## src/rtl/lcd_refresh_ctrl.sv

```systemverilog
// HD44780 16x2 refresh engine: power-up wait, init commands,
// then line-by-line copy of the 32-entry character RAM.
module lcd_refresh_ctrl #(
  parameter int POWERUP_CYC    = 750000,
  parameter int SETUP_CYC      = 4,
  parameter int EN_HIGH_CYC    = 25,
  parameter int CMD_WAIT_CYC   = 2500,
  parameter int CLEAR_WAIT_CYC = 100000
) (
  input  logic       clk,
  input  logic       rst_n,
  input  logic       refresh_en,
  output logic [5:0] char_addr,
  input  logic [7:0] char_data,
  output logic [7:0] lcd_data,
  output logic       lcd_rs,
  output logic       lcd_rw,
  output logic       lcd_en,
  output logic       lcd_on,
  output logic       busy,
  output logic       frame_done
);

  function automatic int max2(int a, int b);
    return (a > b) ? a : b;
  endfunction

  localparam int MAXC = max2(max2(max2(POWERUP_CYC, SETUP_CYC),
                                  max2(EN_HIGH_CYC, CMD_WAIT_CYC)),
                             CLEAR_WAIT_CYC);
  localparam int CW = $clog2(MAXC + 1);

  localparam logic [CW-1:0] PWR_LAST = CW'(POWERUP_CYC - 1);
  localparam logic [CW-1:0] SET_LAST = CW'(SETUP_CYC - 1);
  localparam logic [CW-1:0] EN_LAST  = CW'(EN_HIGH_CYC - 1);
  localparam logic [CW-1:0] CMD_LAST = CW'(CMD_WAIT_CYC - 1);
  localparam logic [CW-1:0] CLR_LAST = CW'(CLEAR_WAIT_CYC - 1);

  typedef enum logic [2:0] {
    S_PWR, S_INIT, S_L1A, S_L1C,
    S_L2A, S_L2C, S_DONE, S_IDLE
  } state_e;

  typedef enum logic [1:0] {
    PH_SETUP, PH_EN, PH_WAIT
  } phase_e;

  state_e          state_q, state_d;
  phase_e          ph_q, ph_d;
  logic [CW-1:0]   cnt_q, cnt_d;
  logic [3:0]      sub_q, sub_d;
  logic            wr_start;
  logic            wr_act;
  logic [CW-1:0]   wait_last;
  logic [7:0]      cmd_byte;

  logic [5:0]      addr_q, addr_d;
  logic [5:0]      ptr_q, ptr_d;
  logic [7:0]      data_q, data_d;
  logic            rs_q, rs_d;
  logic            en_q, en_d;
  logic            on_q;
  logic            busy_q, busy_d;
  logic            fd_q, fd_d;

  assign wr_act = (state_q == S_INIT) || (state_q == S_L1A) ||
                  (state_q == S_L1C) || (state_q == S_L2A) ||
                  (state_q == S_L2C);

  // Clear needs the long wait; everything else uses the command wait.
  assign wait_last = ((state_q == S_INIT) && (sub_q == 4'd2)) ?
                     CLR_LAST : CMD_LAST;

  // Command byte for the write currently in progress.
  always_comb begin
    cmd_byte = 8'h00;
    unique case (state_q)
      S_INIT: begin
        unique case (sub_q[1:0])
          2'd0:    cmd_byte = 8'h38;
          2'd1:    cmd_byte = 8'h0C;
          2'd2:    cmd_byte = 8'h01;
          default: cmd_byte = 8'h06;
        endcase
      end
      S_L1A:   cmd_byte = 8'h80;
      S_L2A:   cmd_byte = 8'hC0;
      default: cmd_byte = 8'h00;
    endcase
  end

  // Sequencer state, write phase and cycle counters.
  always_ff @(posedge clk or negedge rst_n) begin
    if (!rst_n) begin
      state_q <= S_PWR;
      ph_q    <= PH_SETUP;
      cnt_q   <= '0;
      sub_q   <= '0;
    end else begin
      state_q <= state_d;
      ph_q    <= ph_d;
      cnt_q   <= cnt_d;
      sub_q   <= sub_d;
    end
  end

  // Next state: phase timing inside a write, sequence step after WAIT.
  always_comb begin
    state_d  = state_q;
    ph_d     = ph_q;
    cnt_d    = cnt_q + 1'b1;
    sub_d    = sub_q;
    wr_start = 1'b0;
    unique case (state_q)
      S_PWR: begin
        if (cnt_q == PWR_LAST) begin
          state_d  = S_INIT;
          sub_d    = '0;
          wr_start = 1'b1;
        end
      end
      S_DONE: begin
        cnt_d = cnt_q;
        if (refresh_en) begin
          state_d  = S_L1A;
          wr_start = 1'b1;
        end else begin
          state_d = S_IDLE;
        end
      end
      S_IDLE: begin
        cnt_d = cnt_q;
        if (refresh_en) begin
          state_d  = S_L1A;
          wr_start = 1'b1;
        end
      end
      default: begin
        unique case (ph_q)
          PH_SETUP: begin
            if (cnt_q == SET_LAST) begin
              ph_d  = PH_EN;
              cnt_d = '0;
            end
          end
          PH_EN: begin
            if (cnt_q == EN_LAST) begin
              ph_d  = PH_WAIT;
              cnt_d = '0;
            end
          end
          default: begin
            if (cnt_q == wait_last) begin
              wr_start = 1'b1;
              unique case (state_q)
                S_INIT: begin
                  if (sub_q == 4'd3) begin
                    state_d = S_L1A;
                    sub_d   = '0;
                  end else begin
                    sub_d = sub_q + 4'd1;
                  end
                end
                S_L1A: begin
                  state_d = S_L1C;
                  sub_d   = '0;
                end
                S_L1C: begin
                  if (sub_q == 4'd15) state_d = S_L2A;
                  else sub_d = sub_q + 4'd1;
                end
                S_L2A: begin
                  state_d = S_L2C;
                  sub_d   = '0;
                end
                default: begin
                  if (sub_q == 4'd15) begin
                    state_d  = S_DONE;
                    wr_start = 1'b0;
                  end else begin
                    sub_d = sub_q + 4'd1;
                  end
                end
              endcase
            end
          end
        endcase
      end
    endcase
    if (wr_start) begin
      ph_d  = PH_SETUP;
      cnt_d = '0;
    end
  end

  // Output next values: address/RS at write start, data at first SETUP edge.
  always_comb begin
    addr_d = addr_q;
    ptr_d  = ptr_q;
    rs_d   = rs_q;
    data_d = data_q;
    if (wr_start) begin
      rs_d = (state_d == S_L1C) || (state_d == S_L2C);
      if (state_d == S_L1A) begin
        addr_d = '0;
        ptr_d  = '0;
      end else if (rs_d) begin
        addr_d = ptr_q;
        ptr_d  = ptr_q + 6'd1;
      end
    end
    if (wr_act && (ph_q == PH_SETUP) && (cnt_q == '0)) begin
      data_d = rs_q ? char_data : cmd_byte;
    end
    en_d   = (ph_d == PH_EN);
    busy_d = (state_d != S_IDLE);
    fd_d   = (state_d == S_DONE);
  end

  // Registered LCD bus and status outputs.
  always_ff @(posedge clk or negedge rst_n) begin
    if (!rst_n) begin
      addr_q <= '0;
      ptr_q  <= '0;
      data_q <= 8'h00;
      rs_q   <= 1'b0;
      en_q   <= 1'b0;
      on_q   <= 1'b0;
      busy_q <= 1'b1;
      fd_q   <= 1'b0;
    end else begin
      addr_q <= addr_d;
      ptr_q  <= ptr_d;
      data_q <= data_d;
      rs_q   <= rs_d;
      en_q   <= en_d;
      on_q   <= 1'b1;
      busy_q <= busy_d;
      fd_q   <= fd_d;
    end
  end

  assign char_addr  = addr_q;
  assign lcd_data   = data_q;
  assign lcd_rs     = rs_q;
  assign lcd_rw     = 1'b0;
  assign lcd_en     = en_q;
  assign lcd_on     = on_q;
  assign busy       = busy_q;
  assign frame_done = fd_q;

endmodule

```

## config.mk

```make
export PLATFORM = sky130hd
export DESIGN_NAME = lcd_refresh_ctrl
export DESIGN_NICKNAME = d
export VERILOG_FILES = /design/src/rtl/lcd_refresh_ctrl.sv
export SDC_FILE = /design/constraint.sdc
export NUM_CORES = 1
export LEC_CHECK = 0
export ABC_AREA = 1
export CAP_MARGIN = 20
export CORE_ASPECT_RATIO = 0.5
export CORE_UTILIZATION = 35
export CTS_CLUSTER_SIZE = 28
export DETAILED_ROUTE_END_ITERATION = 8
export GPL_TIMING_DRIVEN = 0
export PLACE_DENSITY = 0.53
export SYNTH_ARGS = -nofsm -noshare
export SYNTH_HDL_FRONTEND = slang
export SYNTH_SLANG_ARGS = --single-unit
```

## constraint.sdc

```tcl
create_clock -name clk -period 2.2 [get_ports clk]
set_input_delay 0.33 -clock clk [delete_from_list [all_inputs] [get_ports clk]]
set_output_delay 0.33 -clock clk [all_outputs]
set_load 0.005 [all_outputs]
```

==> results of run 1 <==
## routing by layer
metal	GRT usage, %	share of wire, %	vias to the layer above
li1	-	-	1528
met1	27.1	54	1359
met2	26.0	40	68
met3	4.28	4.8	8
met4	3.26	1.2	0
met5	0	0	-
## per-stage QoR
| stage | cell area, um^2 | util (%) | hold slack [ns] | setup TNS (ns) |
|---|---|---|---|---|
| final | 4500 | 49.6 | 0.0888 | 0 |
| after global routing | 4500 | 49.6 | 0.156 | -1.87 |
| after CTS | 4170 | 46.0 | 0.126 | 0 |
| after detailed placement | 3860 | 42.6 | 0.453 | -3.61 |
| after global placement | 3850 | 42.5 | 0.467 | -60.36 |
| after floorplan | 3400 | - | 0.0344 | 0 |
## sequential cells by signal, summed over array words and instances (netlist names), 2 cells and up
register,cells
char_addr,6
ph_q,2
ptr_q,6
cnt_q,20
sub_q,4
lcd_data,8
state_q,3
## cells in the mapped netlist (4+ instances only)
library cell | n | share of area, %
nor3_1 | 10 | 1.5
nor2_1 | 42 | 4.6
nand4_1 | 14 | 2.6
o21ai_0 | 21 | 3.1
nand2_2 | 9 | 1.7
ha_1 | 8 | 2.9
nor2_2 | 10 | 1.8
dfrtp_1 | 53 | 39
inv_1 | 49 | 5.4
nand3_1 | 29 | 4.3
nand3_2 | 11 | 3.2
a31oi_1 | 4 | 0.74
inv_2 | 12 | 1.3
o22ai_1 | 10 | 1.8
xor2_1 | 15 | 3.9
a21oi_1 | 9 | 1.3
nand2_1 | 75 | 8.3
## path summary, 6_finish.rpt
check,to,slack (ns),cells past startpoint
max reg2reg,char_addr[5]$_DFFE_PN0P_,0.02,14
min in group clk,lcd_data[6]$_DFFE_PN0P_,0.49,2
min reg2reg,lcd_data[6]$_DFFE_PN0P_,0.49,2
max in group asynchronous,busy$_DFF_PN1_,1.44,2
min,char_addr[1]$_DFFE_PN0P_,0.09,1
max,char_addr[5]$_DFFE_PN0P_,0.02,14
## power by group through the flow
stage | registers [mW] | clock network, mW | logic (mW)
after global placement | 1.22 | 0 | 0.479
final | 1.21 | 0.839 | 0.531
after global routing | 1.23 | 0.908 | 0.599
after CTS | 1.20 | 0.866 | 0.488
after floorplan | 1.19 | 0 | 0.358
after detailed placement | 1.22 | 0 | 0.481
## final cells by class
class	instances	area, um^2	area share [%]
Tap cell	130	163	3.62
Sequential cell	54	1360	30.2
Inverter	64	255	5.68
Clock inverter	2	12.5	0.278
Timing Repair Buffer	57	542	12.0
Buffer	9	75.1	1.67
Multi-Input combinational cell	300	1950	43.4
Clock buffer	6	139	3.09
## kinds of logic (layout without fill, tap and decap cells)
group	count (synthesis)	count (layout)	share of synthesized area (%)
simple gates	217	217	33.5
compound gates	56	56	9.87
fa+ha+maj	8	8	2.95
xor+xnor	17	17	4.38
other cells	2	2	0.221
flops	54	54	39.8
buf+inv	73	138	9.28
## timing repair
| item | CTS | global route |
|---|---|---|
| setup buffers | 9 | 17 |
| endpoints found under the setup margin | 28 | 36 |
| pin swaps | 3 | 21 |
| gates resized for setup | 15 | 46 |
| gates cloned | 1 | 0 |
==> results.ini, run 1 <==
[outcome]
status=complete, no violations

[final_layout]
drive_above_1_share_pct=28.0
mostFrequentLayoutCells=nand2_1, dfrtp_1, inv_1
n_antenna_cell=0
final_cell_count_no_fill=622
nNetsFinal=510
layout_commonest_cell=nand2_1
syn_to_final_growth_pct=32.4
num-fill-cells=900

[critical_path]
crit_type=flop to flop
reg2reg_from=sub_q[0]$_DFFE_PN0P_
cp.required_ns=2.40
startpoint_type=flop
slowest_stage=dfrtp_1
cpPeakStageDelay_ns=0.41
critPathArrivalTime_ns=2.38
path_cells=inv_2 > ha_4 > nand3_4 > nor2_2 > nand3_1 > nand2_2 > nand4_4 > nor2_4 > nor2_4 > a21oi_4 > nand4_4 > clkbuf_16 > nand3_2 > nand2_1
critPathMaxFanout=5
cp_top_family=simple AND/OR/NAND/NOR gates
cp-end-kind=flop
worst-path-buf-inv=2
startpoint=sub_q[0]$_DFFE_PN0P_

[power_and_ir_drop]
swShare_pct=33.2
power_leakage_nw=2.11
power_frac_comb_pct=20.6
p_per_area_nw_per_um2=575
intPower_mw=1.73
finalPower_mw=2.58
p_sw_mw=0.859
peakVddDrop_mv=0.303
p_clk_share_pct=32.5
sequentialPowerShare_pct=47.0

[job]
cap_violations=0

[timing]
fin_skew_ns=0.0109
hold_violations=0
setup_violations=0
finalWorstPathRequiredPeriod_ns=2.18
max_freq_ghz=0.458
slew_headroom_pct=50.8
slew_violations=0
rsz0062_at_grt=true
fin_crit_sh_pct=99.2
setup_ws_ns=0.0167
tightest_slew_ns=0.738

[global_route]
grt_pass1_wl_um=14000
grt_max_degree=30
antenna_found_initial=0
overflow=0
grt_pass1_vias=2700
grt_usage_pct=18.0

[clock_network]
cts_tree=yes
root_buffer=clkbuf_16
numCtsBuffers=5
cts_num_sinks=54
insertion_delay_ns=0.30
cts.path.max_buffers=2
h-tree-depth=2
hold_buffers=0
path_clk_slew_ns=0.08

[detailed_routing]
routedWlPerCell_um=14.2
via_per_inst=4.76
antenna_left=0
drc_errors=0
vias=2963
first_iter_violations=198
drt_wl_total_um=8810
firstDrtPassIters=4

[placement]
globalplace.congestion=0.845
io_buffer_count=29
dp_hpwl_um=6170
dp_cells=587
pre_cts_ws_ns=-0.198

[floorplanning]
die_x_um=141
core-area_um2=9070
start_util_pct=37.5
io_pins=31
dieArea_um2=10100
rows=24
die_h_um=71.7

[synthesis]
ys_seq_area_share_pct=39.8
synth_area_per_cell_um2=7.96
syn-num-nets=446
yosysWarnings=0
synth.cell_area_um2=3400
ys_types=45
ys_ff_latch=54
synth-edff-count=0
async_reset_ff_share_pct=100
ys.flop_type=dfrtp_1
netlist_instances=427

[min_path]
hold_class=input pin to asynchronous set/reset pin

No activity file was read; power rests on OpenSTA's default activity.
==> inputs of run 2 (changes only) <==
--- a/config.mk
+++ b/config.mk
@@ -8,11 +8,13 @@
 export ABC_AREA = 1
 export CAP_MARGIN = 20
 export CORE_ASPECT_RATIO = 0.5
+export CORE_MARGIN = 3
 export CORE_UTILIZATION = 35
 export CTS_CLUSTER_SIZE = 28
 export DETAILED_ROUTE_END_ITERATION = 8
 export GPL_TIMING_DRIVEN = 0
 export PLACE_DENSITY = 0.53
+export RECOVER_POWER = 50
 export SYNTH_ARGS = -nofsm -noshare
 export SYNTH_HDL_FRONTEND = slang
 export SYNTH_SLANG_ARGS = --single-unit
==> run 2 against run 1 <==
Against the previous run: highest routed layer unchanged; the run now ends with setup timing left; count of clock-buffer cells in the layout stayed put; largest cell class unchanged; sequential power hardly changed; register-to-register slack worse by 0.03 ns; via count is 0.24% lower; clock power is 12% higher; core utilization is 0.18 points higher.
==> results.ini, run 2 (same netlist as run 1, synthesis figures left out) <==
[outcome]
status=complete, but fails checks
violations=setup timing

[critical_path]
cp.required_ns=2.39
crit_type=flop to flop
path_cells=inv_2 > ha_4 > nand3_4 > nor2_4 > nand3_2 > nand2_2 > nand4_4 > buf_6 > o21ai_4 > o21ai_4 > nand2_2 > nand2_4 > clkbuf_16 > nand3_2 > nand2_1
critPathArrivalTime_ns=2.40
startpoint_type=flop
cpPeakStageDelay_ns=0.41
reg2reg_from=sub_q[0]$_DFFE_PN0P_
reg2reg_depth=15
cp_top_family=simple AND/OR/NAND/NOR gates
critPathMaxFanout=6
slowest_stage=dfrtp_1
cp-end-kind=flop
r2r_end=char_addr[3]$_DFFE_PN0P_
r2r_slack_ns=-0.01
worst-path-buf-inv=3

[power_and_ir_drop]
finalPower_mw=2.70
p_sw_mw=0.860
peakVddDrop_mv=0.436
power_frac_comb_pct=20.4
p_per_area_nw_per_um2=598
intPower_mw=1.84
power_leakage_nw=2.12
sequentialPowerShare_pct=45.0
swShare_pct=31.8
p_clk_share_pct=34.6

[min_path]
hold_class=input pin to asynchronous set/reset pin

[placement]
dp_cells=587
globalplace.congestion=0.853
io_buffer_count=29
placed_area_um2=3870
dp_hpwl_um=6210
pre_cts_ws_ns=-0.201

[timing]
whs_ns=0.115
setup_violations=5
fin_skew_ns=0.00576
finalWorstPathRequiredPeriod_ns=2.21
fin_tns_setup_ns=-0.0437
rsz0062_at_grt=true
slew_violations=0
hold_violations=0
fin_crit_sh_pct=100
max_freq_ghz=0.452
setup_ws_ns=-0.0106
tightest_slew_ns=1.26
slew_headroom_pct=16.1

[final_layout]
nNetsFinal=510
mostFrequentLayoutCells=nand2_1, dfrtp_1, inv_1
num-fill-cells=868
design_area_um2=4510
fin_util_pct=49.8
n_antenna_cell=0
drive_above_1_share_pct=28.9
syn_to_final_growth_pct=32.9
layout_commonest_cell=nand2_1
largest_reg_flops=20
top_register=cnt_q
final_cell_count_no_fill=621

[detailed_routing]
drt_wl_total_um=8980
antenna_left=0
routedWlPerCell_um=14.5
firstDrtPassIters=4
drc_errors=0
first_iter_violations=211
via_per_inst=4.76
vias=2956

[global_route]
antenna_found_initial=0
overflow=0
grt_max_degree=34
grt_pass1_vias=2685
grt_pass1_wl_um=13800
grt_usage_pct=15.9

[job]
cap_violations=0

[clock_network]
hold_buffers=0
root_buffer=clkbuf_16
insertion_delay_ns=0.30
path_clk_slew_ns=0.07
cts_tree=yes
numCtsBuffers=5
cts.path.max_buffers=2
cts_num_sinks=54
h-tree-depth=2

[floorplanning]
dieArea_um2=11000
io_pins=31
rows=24
start_util_pct=37.5
core-area_um2=9070
die_h_um=75.7
die_x_um=145

[run 2: timing repair]
action                     CTS  global route
pin swaps                    2            23
setup endpoints to repair   28            43
setup buffers                9            16
gates resized for setup     13            57
gates cloned                 1             1
[run 2: how the worst max path moves through the flow]
stage                               from                       end  slack [ns]  cells past startpoint
global route        sub_q[0]$_DFFE_PN0P_      ptr_q[1]$_DFFE_PN0P_       -0.16                     14
global placement                   rst_n   lcd_data[6]$_DFFE_PN0P_       -1.07                      1
floorplan           sub_q[0]$_DFFE_PN0P_      ptr_q[3]$_DFFE_PN0P_        0.23                     14
CTS                 cnt_q[4]$_DFFE_PN0P_     cnt_q[19]$_DFFE_PN0P_       0.002                      8
detailed placement  sub_q[0]$_DFFE_PN0P_     cnt_q[16]$_DFFE_PN0P_       -0.20                     13
finish              sub_q[0]$_DFFE_PN0P_  char_addr[3]$_DFFE_PN0P_       -0.01                     15
[run 2: layout make-up]
class	instances	area, um^2	area share (%)
buffer	9	76.3	1.69
clock buffer	6	139	3.08
clock inverter	1	30.0	0.665
inverter	64	256	5.68
multi-input combinational	300	1950	43.3
sequential	54	1360	30.1
tap	130	163	3.60
timing repair buffer	57	538	11.9
[run 2: routing by layer]
metal	GRT usage [%]	part of all wire, %	routed length [um]
met1	23.6	52	4700
met2	23.8	42	3810
met3	3.74	4.5	400
met4	3.05	0.72	65
met5	0	0	0
[run 2: power by group through the flow]
stage / sequential [mW] / clock, mW / combinational, mW
floorplan: 1.19 / 0 / 0.358
global placement: 1.22 / 0 / 0.481
detailed placement: 1.22 / 0 / 0.488
CTS: 1.20 / 0.962 / 0.492
global route: 1.23 / 0.996 / 0.622
finish: 1.21 / 0.936 / 0.551
==> inputs of run 3 (changes only) <==
==> constraint.sdc (replaced) <==
create_clock -name clk -period 2.85 [get_ports clk]
set_input_delay 0.4275 -clock clk [delete_from_list [all_inputs] [get_ports clk]]
set_output_delay 0.4275 -clock clk [all_outputs]
set_load 0.005 [all_outputs]
==> run 3 against run 2 <==
Against the previous run: the flow finishes with violations (capacitance limit, slew limit); clock skew barely moved; sequential share of layout area rose by 3.4 points; total power fell by 25%; largest cell class unchanged; largest power group unchanged; highest routed layer unchanged.
==> results.ini, run 3 (same netlist as run 1, synthesis figures left out) <==
[outcome]
status=complete, but fails checks
violations=capacitance limit, slew limit

[timing]
fin_tns_setup_ns=0
setup_ws_ns=0.443
hold_violations=0
whs_ns=0.476
fin_skew_ns=0.00595
setup_violations=0
fin_crit_sh_pct=84.5
slew_headroom_pct=-32.0
slew_violations=33
tightest_slew_ns=1.98
rsz0062_at_grt=false
max_freq_ghz=0.415
finalWorstPathRequiredPeriod_ns=2.41

[detailed_routing]
routedWlPerCell_um=13.8
wl_met3_um=499
dr.max_layer_used=met4
drc_errors=0
firstDrtPassIters=4
via_per_inst=4.74
wl_met1_um=4370
vias=2818
antenna_left=0
first_iter_violations=190
drt_wl_total_um=8210
wl_met2_um=3310

[placement]
io_buffer_count=29
pre_cts_ws_ns=0.394
dp_hpwl_um=6210
globalplace.congestion=0.853

[critical_path]
worst-path-buf-inv=2
critPathMaxFanout=8
path_cells=ha_1 > nand2_1 > nor2_1 > nand2_1 > nor2_2 > nand4_4 > o21ai_2 > nand2_4 > clkinv_2 > nor2_2 > inv_1 > o22ai_1
crit_type=flop to flop
startpoint_type=flop
cp_top_family=simple AND/OR/NAND/NOR gates
slowest_stage=dfrtp_1
cpPeakStageDelay_ns=0.42
critPathArrivalTime_ns=2.56
cp.required_ns=3.00
cp-end-kind=flop

[clock_network]
insertion_delay_ns=0.29
path_clk_slew_ns=0.07
cts_tree=yes
cts_resized=0
numCtsBuffers=5
root_buffer=clkbuf_16
cts.path.max_buffers=2
h-tree-depth=2
hold_buffers=0
cts_setup_buffers=0
cts_num_sinks=54

[job]
cap_violations=1

[power_and_ir_drop]
intPower_mw=1.41
p_sw_mw=0.611
p_per_area_nw_per_um2=500
swShare_pct=30.2
finalPower_mw=2.02
power_frac_comb_pct=18.8
power_leakage_nw=1.94
sequentialPowerShare_pct=45.9
peakVddDrop_mv=0.333
p_clk_share_pct=35.3

[floorplanning]
start_util_pct=37.5
io_pins=31
dieArea_um2=11000
die_h_um=75.7
rows=24
die_x_um=145
core-area_um2=9070

[min_path]
hold_class=flop to flop

[global_route]
grt_pass1_vias=2624
grt_pass1_wl_um=13500
overflow=0
grt_max_degree=34
grt_usage_pct=15.5
antenna_found_initial=0

[final_layout]
top_register=cnt_q
fin_util_pct=44.6
largest_reg_flops=20
nNetsFinal=483
drive_above_1_share_pct=16.2
syn_to_final_growth_pct=18.9
mostFrequentLayoutCells=nand2_1, dfrtp_1, inv_1
n_antenna_cell=0
layout_commonest_cell=nand2_1

[run 3: power groups by stage]
stage | clock network [mW] | registers (mW) | logic, mW
finish | 0.713 | 0.928 | 0.380
global route | 0.771 | 0.938 | 0.436
CTS | 0.742 | 0.927 | 0.378
detailed placement | 0 | 0.941 | 0.376
global placement | 0 | 0.941 | 0.371
floorplan | 0 | 0.921 | 0.276
[run 3: tightest hold or removal path: stages (launching register included)]
cell	delay, ns
dfrtp_1	0.34
nand2_1	0.05
o21ai_0	0.05
[run 3: final cells by class]
type                    instances  area, um^2
well taps                     130         163
repair buffers                 30         312
fillers                       923        5030
flip-flops and latches         54        1350
inverters                      64         244
multi-input cells             300        1730
plain buffers                   9        71.3
clock buffers                   6         139
clock inverters                 1        30.0
[run 3: layer usage]
layer	up-vias	track usage [%]
met1	1280	23.5
met3	2	3.62
met2	71	22.9
li1	1465	-
met5	-	0
met4	0	2.94
[run 3: path summary, 6_finish.rpt]
check                      cells past startpoint                 endpoint                     from  slack, ns
setup / recovery                              12    cnt_q[10]$_DFFE_PN0P_     cnt_q[0]$_DFFE_PN0P_       0.44
hold / removal                                 2  lcd_data[0]$_DFFE_PN0P_  lcd_data[0]$_DFFE_PN0P_       0.48
setup reg to reg                              12    cnt_q[10]$_DFFE_PN0P_     cnt_q[0]$_DFFE_PN0P_       0.44
hold reg to reg                                2  lcd_data[0]$_DFFE_PN0P_  lcd_data[0]$_DFFE_PN0P_       0.48
max in group asynchronous                      1     sub_q[1]$_DFFE_PN0P_                    rst_n       1.02
min in group asynchronous                      1     ptr_q[4]$_DFFE_PN0P_                    rst_n       0.69
[run 3: metrics by stage]
stage                     std cells  cell area (um^2)
after floorplan                 427              3400
after global placement          586              3850
after detailed placement        587              3870
after CTS                       594              4040
after global routing            594              4040
final                           594              4040
